## src/rtl/dma_arbiter.sv

```systemverilog
// dma_arbiter: round-robin sharing of one DMA engine between two requesters.
// Each port latches a single pending request; the arbiter issues one transfer
// at a time, holds ownership until the engine finishes, and returns the finish
// pulse to the owning port. A watchdog flags transfers that never complete.
module dma_arbiter #(
  parameter int unsigned TIMEOUT_CYCLES = 1048576
) (
  input  logic        clk,
  input  logic        rst,
  input  logic        req0_start,
  input  logic [31:0] req0_addr,
  output logic        req0_pending,
  output logic        req0_finish,
  input  logic        req1_start,
  input  logic [31:0] req1_addr,
  output logic        req1_pending,
  output logic        req1_finish,
  output logic [31:0] dma_engine_src_addr,
  output logic        dma_engine_start,
  input  logic        dma_engine_finish,
  output logic        busy,
  output logic        owner,
  output logic        timeout_err
);

  localparam int unsigned WD_W = (TIMEOUT_CYCLES < 2) ? 1 : $clog2(TIMEOUT_CYCLES + 1);
  localparam logic [WD_W-1:0] WD_MAX  = WD_W'(TIMEOUT_CYCLES);
  localparam logic [WD_W-1:0] WD_LAST = WD_MAX - 1'b1;

  typedef enum logic {S_IDLE, S_BUSY} state_t;

  state_t           r_state;
  logic [1:0]       r_pend;
  logic [1:0][31:0] r_addr;
  logic [1:0]       r_fin;
  logic [31:0]      r_src;
  logic             r_start;
  logic             r_busy;
  logic             r_owner;
  logic             r_last;
  logic             r_tmo;
  logic [WD_W-1:0]  r_wd;

  logic [1:0]       w_start;
  logic [1:0][31:0] w_req_addr;
  logic             w_issue;
  logic             w_sel;

  assign w_start    = {req1_start, req0_start};
  assign w_req_addr = {req1_addr, req0_addr};

  // Tie goes to the port that did not win last; otherwise the lone pending port.
  assign w_sel   = (r_pend[0] && r_pend[1]) ? ~r_last : r_pend[1];
  assign w_issue = (r_state == S_IDLE) && (r_pend != 2'b00);

  // Per-port one-deep request latch; issue clears it, a start while full is dropped.
  always_ff @(posedge clk or posedge rst) begin
    if (rst) begin
      r_pend <= '0;
      r_addr <= '0;
    end else begin
      for (int n = 0; n < 2; n++) begin
        if (w_issue && (w_sel == 1'(n))) begin
          r_pend[n] <= 1'b0;
        end else if (w_start[n] && !r_pend[n]) begin
          r_pend[n] <= 1'b1;
          r_addr[n] <= w_req_addr[n];
        end
      end
    end
  end

  // Arbitration FSM with registered engine/requester handshakes and watchdog.
  always_ff @(posedge clk or posedge rst) begin
    if (rst) begin
      r_state <= S_IDLE;
      r_src   <= '0;
      r_start <= 1'b0;
      r_fin   <= '0;
      r_busy  <= 1'b0;
      r_owner <= 1'b0;
      r_last  <= 1'b1;
      r_tmo   <= 1'b0;
      r_wd    <= '0;
    end else begin
      r_start <= 1'b0;
      r_fin   <= '0;
      case (r_state)
        S_IDLE: begin
          r_wd <= '0;
          if (w_issue) begin
            r_src   <= r_addr[w_sel];
            r_start <= 1'b1;
            r_owner <= w_sel;
            r_last  <= w_sel;
            r_busy  <= 1'b1;
            r_state <= S_BUSY;
          end
        end
        S_BUSY: begin
          if (dma_engine_finish) begin
            r_fin[r_owner] <= 1'b1;
            r_busy  <= 1'b0;
            r_wd    <= '0;
            r_state <= S_IDLE;
          end else begin
            if (r_wd != WD_MAX) r_wd <= r_wd + 1'b1;
            // Counter is about to reach the limit on this edge.
            if ((TIMEOUT_CYCLES != 0) && (r_wd == WD_LAST)) r_tmo <= 1'b1;
          end
        end
        default: r_state <= S_IDLE;
      endcase
    end
  end

  assign req0_pending        = r_pend[0];
  assign req1_pending        = r_pend[1];
  assign req0_finish         = r_fin[0];
  assign req1_finish         = r_fin[1];
  assign dma_engine_src_addr = r_src;
  assign dma_engine_start    = r_start;
  assign busy                = r_busy;
  assign owner               = r_owner;
  assign timeout_err         = r_tmo;

endmodule

```

## config.mk

```make
export PLATFORM = sky130hd
export DESIGN_NAME = dma_arbiter
export DESIGN_NICKNAME = d
export VERILOG_FILES = /design/src/rtl/dma_arbiter.sv
export SDC_FILE = /design/constraint.sdc
export NUM_CORES = 1
export LEC_CHECK = 0
export ABC_CLOCK_PERIOD_IN_PS = 7600
export CORE_ASPECT_RATIO = 0.8
export CORE_MARGIN = 3
export CORE_UTILIZATION = 55
export DETAILED_ROUTE_END_ITERATION = 8
export PLACE_DENSITY_LB_ADDON = 0.3
export SYNTH_ARGS = -nofsm -noshare
export SYNTH_HDL_FRONTEND = slang
export SYNTH_SLANG_ARGS = --single-unit
```

## constraint.sdc

```tcl
create_clock -name clk -period 7.6 [get_ports clk]
set_clock_uncertainty 0.15 [all_clocks]
set_input_delay 1.52 -clock clk [delete_from_list [all_inputs] [get_ports clk]]
set_output_delay 1.52 -clock clk [all_outputs]
set_load 0.05 [all_outputs]
```

==> flow_summary_export.csv, run 1 <==
group,metric,value,unit
run,cap_violations,0,
layout,syn_to_final_growth,34.4,%
grt,antenna_found_initial,0,
cts,clk_latency,410,ps
critical_path,critPathSlowestCell,"clkdlybuf4s50_1",
floorplan,core_area,8780,um2
sta,period_share,45.8,%
pwr,internal_power,0.00197,W
pwr,switching_share,37.6,%
synth,async_flop_share,100,%
cts,cts_resized,0,
critical_path,path_class,"reg2out",
cts,clock_path_buffers,2,
critical_path,path_max_fanout,6,
critical_path,startpoint_type,"flop",
layout,num_antenna_cells,0,
synth,syn-cell-area,5150,um2
synth,yosysTopAreaCell,"dfrtp_1",
sta,worst_pin_slew,1140,ps
critical_path,cp_slowest_stage_delay,880,ps
layout,fin_nets,576,
synth,ys_warn_count,0,
synth,yosysSeqAreaShare,61.7,%
detailed_routing,vias,3764,
synth,synth_edf_count,0,
cts,cts_setup_buffers,0,
synth,synth_ff_type,"dfrtp_1",
grt,grt-ovfl-total,0,
pwr,peakVddDrop,0.322,mV
floorplan,io_pins,109,
layout,drive_above_1_share,19.9,%
pwr,power_switching,0.00119,W
pwr,clkPwrFrac,24.9,%
pwr,leakagePower,3.07,nW
detailed_routing,antenna_left,0,
detailed_routing,wl,12600,um
sta,hold-worst-slack,331,ps
synth,yosysTopAreaCellShare,61.2,%
sta,final-max-slew-violation-count,0,
run_status,status,"finished clean",
critical_path,crit_family,"buffers and inverters",
hold_path,hold_path_class,"reg2reg",
detailed_routing,wire_per_inst,20.0,um
cts,cts_tree,"done",
critical_path,critical_path_required,5930,ps
grt,grt_pass1_wl,20500,um
detailed_routing,viasPerCell,5.98,
grt,met1_usage,31.4,%
sta,finalCriticalPeriod,3480,ps
grt,globalRouteTotalUtil,25.4,%
critical_path,path_cells,"clkdlybuf4s50_1",
cts,path_clk_slew,50,ps
sta,final-setup-viol-count,0,
sta,finalHoldViolations,0,
critical_path,cp_num_buf_inv,1,
floorplan,initial_utilization,58.7,%
synth,synth_area_leaders,"dfrtp_1 61%, mux2_2 13%, a222oi_1 6.2%",
grt,use_met2,42.2,%
synth,synth_cell_types,42,
grt,top_usage_layer,"met2",
pwr,seqPwrFrac,36.8,%
sta,rsz0062_at_grt,"false",
floorplan,dieWidth,114,um
synth,synth_seq_cells,127,
detailed_routing,drtIter0Drc,437,
cts,h-tree-depth,4,
detailed_routing,drc_errors,0,
place,place.gp.congestion,0.783,
grt,grt_pass1_vias,3984,
critical_path,critPathCaptureType,"primary output",
pwr,p_comb_share,38.3,%
critical_path,arrival,1810,ps
grt,grt_max_degree,81,
synth,synth.avg_cell_area,13.0,um2
pwr,powerDensity,456,nW/um2
floorplan,fp.dieH,92.6,um
sta,max_clock_freq,0.287,GHz
floorplan,die_area,10600,um2
floorplan,num_rows,30,
place,place_hpwl,7840,um
detailed_routing,drt_first_pass_iters,6,
sta,relSlewSlack,23.9,%
synth,syn-instance-count,395,
cts,cts_hold_buf,0,
cts,cts_made_buffers,17,
place,portBuffers,108,
grt,use_met3,8.43,%
cts,clock_sinks,127,
sta,finalSetupTns,0,ps
cts,clockRootBuffer,"clkbuf_16",
synth,synthesis.nets,466,
## power by group through the flow
stage | registers, W | clock network, W | logic, W
2_1_floorplan | 0.00143 | 0 | 0.000508
3_3_place_gp | 0.00113 | 0 | 0.00116
3_5_place_dp | 0.00116 | 0 | 0.00120
4_1_cts | 0.00116 | 0.000794 | 0.00122
5_1_grt | 0.00119 | 0.000827 | 0.00128
6_report | 0.00116 | 0.000785 | 0.00121
## final timing paths
| check | startpoint | end | slack (ps) | depth (start not counted) |
|---|---|---|---|---|
| setup / recovery | r_pend[0] | req0_pending | 4120 | 1 |
| hold / removal | timeout_err | timeout_err | 330 | 1 |
| setup reg to reg | r_pend[1] | dma_engine_src_addr[8] | 5410 | 4 |
| hold reg to reg | timeout_err | timeout_err | 330 | 1 |
| max in group asynchronous | rst | dma_engine_src_addr[21] | 4520 | 3 |
| min in group asynchronous | rst | dma_engine_src_addr[20] | 1400 | 2 |
## stage by stage
step | cells | total power [W] | instance area [um2] | worst slack, ps | utilization, %
5_1_grt | 629 | 0.00330 | 6930 | 4070 | 78.9
6_report | 629 | 0.00316 | 6930 | 4120 | 78.9
2_1_floorplan | 395 | 0.00194 | 5150 | 2550 | -
4_1_cts | 629 | 0.00317 | 6930 | 4100 | 78.9
3_3_place_gp | 598 | 0.00229 | 6340 | 4050 | 72.2
3_5_place_dp | 598 | 0.00235 | 6340 | 4010 | 72.2
## cells in the final DEF (no fill, tap or decap), drive strengths merged, types with 6 or more instances in the layout
cell type,Yosys,layout
nand2,12,12
clkbuf,12,21
nor3,6,6
clkdlybuf4s50,0,108
xnor2,6,6
nand3,6,6
nand4,7,7
a222oi,32,32
dfrtp,126,126
clkinv,0,6
mux2,64,64
nor2,19,19
inv,41,41
## logic make-up after synthesis
| family | synth area share [%] |
|---|---|
| AO/OA/AOI/OAI | 9.52 |
| buffers and inverters | 4.57 |
| flip-flops | 61.7 |
| adder cells (fa/ha/maj) | 0.486 |
| AND/OR/NAND/NOR | 7.87 |
| XOR/XNOR | 1.87 |
| multiplexers | 14.0 |
## sequential cells by signal, indices dropped and copies added, names as in the netlist, 2 cells and up
register             cells
r_fin                    2
r_addr                  64
r_wd                    21
r_pend                   2
dma_engine_src_addr     32
## per-layer routing
layer	vias up	routed length [um]
met5	-	0
met4	0	149
met3	13	1020
met2	178	6300
met1	1915	5130
li1	1658	-
## synthesized netlist by cell type, types with 2 or more instances
cell	count
and2_1	2
or3_2	2
and3_1	2
mux2_2	60
o21ai_0	2
o21a_1	2
nor2_1	19
inv_1	41
nand4_1	6
nand2b_1	3
mux2_1	4
nand3_1	6
buf_1	3
clkbuf_1	12
nand2_1	12
xnor2_1	6
xor2_1	5
a21o_1	3
and4_1	2
a222oi_1	32
o31ai_1	3
nor4b_1	2
a21oi_1	5
or4_1	2
nor4_1	4
dfrtp_1	126
buf_2	5
ha_1	2
nor2b_1	3
nor3_1	6
a31oi_1	2
## layout make-up
class | count | area [um2]
Sequential cell | 127 | 3180
Fill cell | 538 | 1860
Multi-Input combinational cell | 207 | 1760
Timing Repair Buffer | 111 | 1100
Clock buffer | 21 | 470
Inverter | 41 | 156
Tap cell | 112 | 140
Clock inverter | 10 | 113
Power figures use the tool's default switching activity.
==> inputs of run 2 (changes only) <==
--- a/config.mk
+++ b/config.mk
@@ -5,10 +5,10 @@
 export SDC_FILE = /design/constraint.sdc
 export NUM_CORES = 1
 export LEC_CHECK = 0
-export ABC_CLOCK_PERIOD_IN_PS = 7600
+export ABC_CLOCK_PERIOD_IN_PS = 2850
 export CORE_ASPECT_RATIO = 0.8
 export CORE_MARGIN = 3
-export CORE_UTILIZATION = 55
+export CORE_UTILIZATION = 46
 export DETAILED_ROUTE_END_ITERATION = 8
 export PLACE_DENSITY_LB_ADDON = 0.3
 export SYNTH_ARGS = -nofsm -noshare
==> constraint.sdc (replaced) <==
create_clock -name clk -period 2.85 [get_ports clk]
set_clock_uncertainty 0.15 [all_clocks]
set_input_delay 0.57 -clock clk [delete_from_list [all_inputs] [get_ports clk]]
set_output_delay 0.57 -clock clk [all_outputs]
set_load 0.05 [all_outputs]
==> run 2 against run 1 <==
Routed wire length decreased by 4.5%. Critical endpoint unchanged. Global-route usage decreased by 5.5 points. Via count decreased by 2.0%. Worst setup slack got worse by 3800 ps. Sequential cell count unchanged.
==> flow_summary_export.csv, run 2 (synthesis results as in run 1) <==
group,metric,value,unit
run_status,status,"finished clean",
sta,finalCriticalPeriod,2540,ps
critical_path,rrSetupSlack,640,ps
hold_path,min_to,"r_fin[0]",
sta,final-max-slew-violation-count,0,
sta,finalHoldViolations,0,
hold_path,hold_depth,1,
cts,cts_resized,0,
layout,fin_nets,579,
floorplan,die_area,12500,um2
pwr,powerDensity,1180,nW/um2
sta,finalSetupTns,0,ps
cts,cts_setup_buffers,0,
critical_path,path_max_fanout,6,
grt,grt_pass1_wl,19600,um
layout,top_register,"r_addr",
cts,path_clk_slew,50,ps
critical_path,path_cells,"clkdlybuf4s50_1",
sta,period_share,89.2,%
pwr,leakagePower,3.06,nW
grt,globalRouteTotalUtil,20.0,%
sta,relSlewSlack,18.2,%
cts,clock_sinks,127,
critical_path,arrival,1820,ps
place,pre_cts_ws,584,ps
floorplan,dieWidth,124,um
detailed_routing,antenna_left,0,
critical_path,cp_num_buf_inv,1,
place,place_hpwl,7760,um
critical_path,critical_path_required,2130,ps
floorplan,fp.dieH,101,um
sta,max_clock_freq,0.393,GHz
sta,rsz0062_at_grt,"false",
pwr,peakVddDrop,0.622,mV
critical_path,r2r-end,"dma_engine_src_addr[2]",
critical_path,path_class,"reg2out",
detailed_routing,vias,3690,
detailed_routing,drc_errors,0,
floorplan,core_area,10600,um2
critical_path,critPathSlowestCell,"clkdlybuf4s50_1",
place,place.gp.congestion,0.816,
layout,num_antenna_cells,0,
floorplan,num_rows,33,
detailed_routing,wl,12000,um
run,cap_violations,0,
cts,cts_hold_buf,0,
detailed_routing,viasPerCell,5.63,
critical_path,critPathCaptureType,"primary output",
detailed_routing,drtIter0Drc,345,
sta,worst_pin_slew,1230,ps
sta,final-setup-viol-count,0,
critical_path,cp_slowest_stage_delay,880,ps
critical_path,r2r-start,"r_pend[1]",
grt,antenna_found_initial,0,
detailed_routing,wire_per_inst,18.4,um
cts,clock_path_buffers,2,
critical_path,startpoint_type,"flop",
layout,syn_to_final_growth,34.7,%
layout,final_common_cell,"dfrtp_1",
cts,cts_tree,"done",
grt,grt-ovfl-total,0,
cts,h-tree-depth,4,
grt,grt_max_degree,128,
cts,clk_latency,410,ps
sta,hold-worst-slack,332,ps
cts,clockRootBuffer,"clkbuf_16",
floorplan,io_pins,109,
hold_path,hold_path_class,"reg2reg",
layout,largest_register_ff_count,64,
detailed_routing,drt_first_pass_iters,5,
sta,finalWorstSetupSlack,308,ps
place,placed_cells,629,
layout,fillCellCount,774,
floorplan,initial_utilization,48.7,%
layout,final_cell_mix,"126 x dfrtp_1, 108 x clkdlybuf4s50_1, 60 x mux2_2, 40 x inv_1, 32 x a222oi_1",
grt,grt_pass1_vias,3789,
critical_path,ff2ff_path_depth,4,
hold_path,min_from,"owner",
critical_path,crit_family,"buffers and inverters",
layout,drive_above_1_share,19.2,%
cts,cts_made_buffers,17,
place,portBuffers,108,
layout,instances_no_fill,655,
==> run 2: layout make-up <==
| type | instances | area (um2) | share of cell area, % |
|---|---|---|---|
| inverter | 41 | 158 | 2.27 |
| timing repair buffer | 114 | 1160 | 16.8 |
| clock buffer | 24 | 492 | 7.08 |
| sequential | 127 | 3180 | 45.8 |
| clock inverter | 2 | 10.0 | 0.144 |
| multi-input combinational | 207 | 1760 | 25.4 |
| tap | 140 | 175 | 2.52 |
==> run 2: worst max-delay path by stage <==
stage | start | endpoint | slack, ps | cells after the start
global placement | req0_start | r_addr[4] | 610 | 4
detailed placement | req0_start | r_addr[12] | 580 | 4
finish | r_pend[0] | req0_pending | 310 | 1
CTS | r_pend[0] | req0_pending | 280 | 1
floorplan | rst | busy | 560 | 1
global route | r_pend[0] | req0_pending | 270 | 1
==> run 2: metrics by stage <==
step	cell area (um2)	total power, W	utilization (%)
3_3_place_gp	6440	0.00618	60.9
5_1_grt	6940	0.00860	65.7
4_1_cts	6940	0.00822	65.7
2_1_floorplan	5160	0.00517	-
3_5_place_dp	6440	0.00631	60.9
6_report	6940	0.00816	65.7
==> run 2: report_power, final <==
group          internal (W)  total (W)  leakage, nW  switching (W)
combinational       0.00136    0.00324         1.25        0.00188
clock               0.00117    0.00186        0.250       0.000695
sequential          0.00258    0.00306         1.56       0.000480
==> run 2: metal layers <==
| metal | global-route usage, % | wire [um] |
|---|---|---|
| met5 | 0 | 0 |
| met4 | 5.81 | 124 |
| met3 | 6.99 | 843 |
| met2 | 32.5 | 5850 |
| met1 | 25.6 | 5210 |
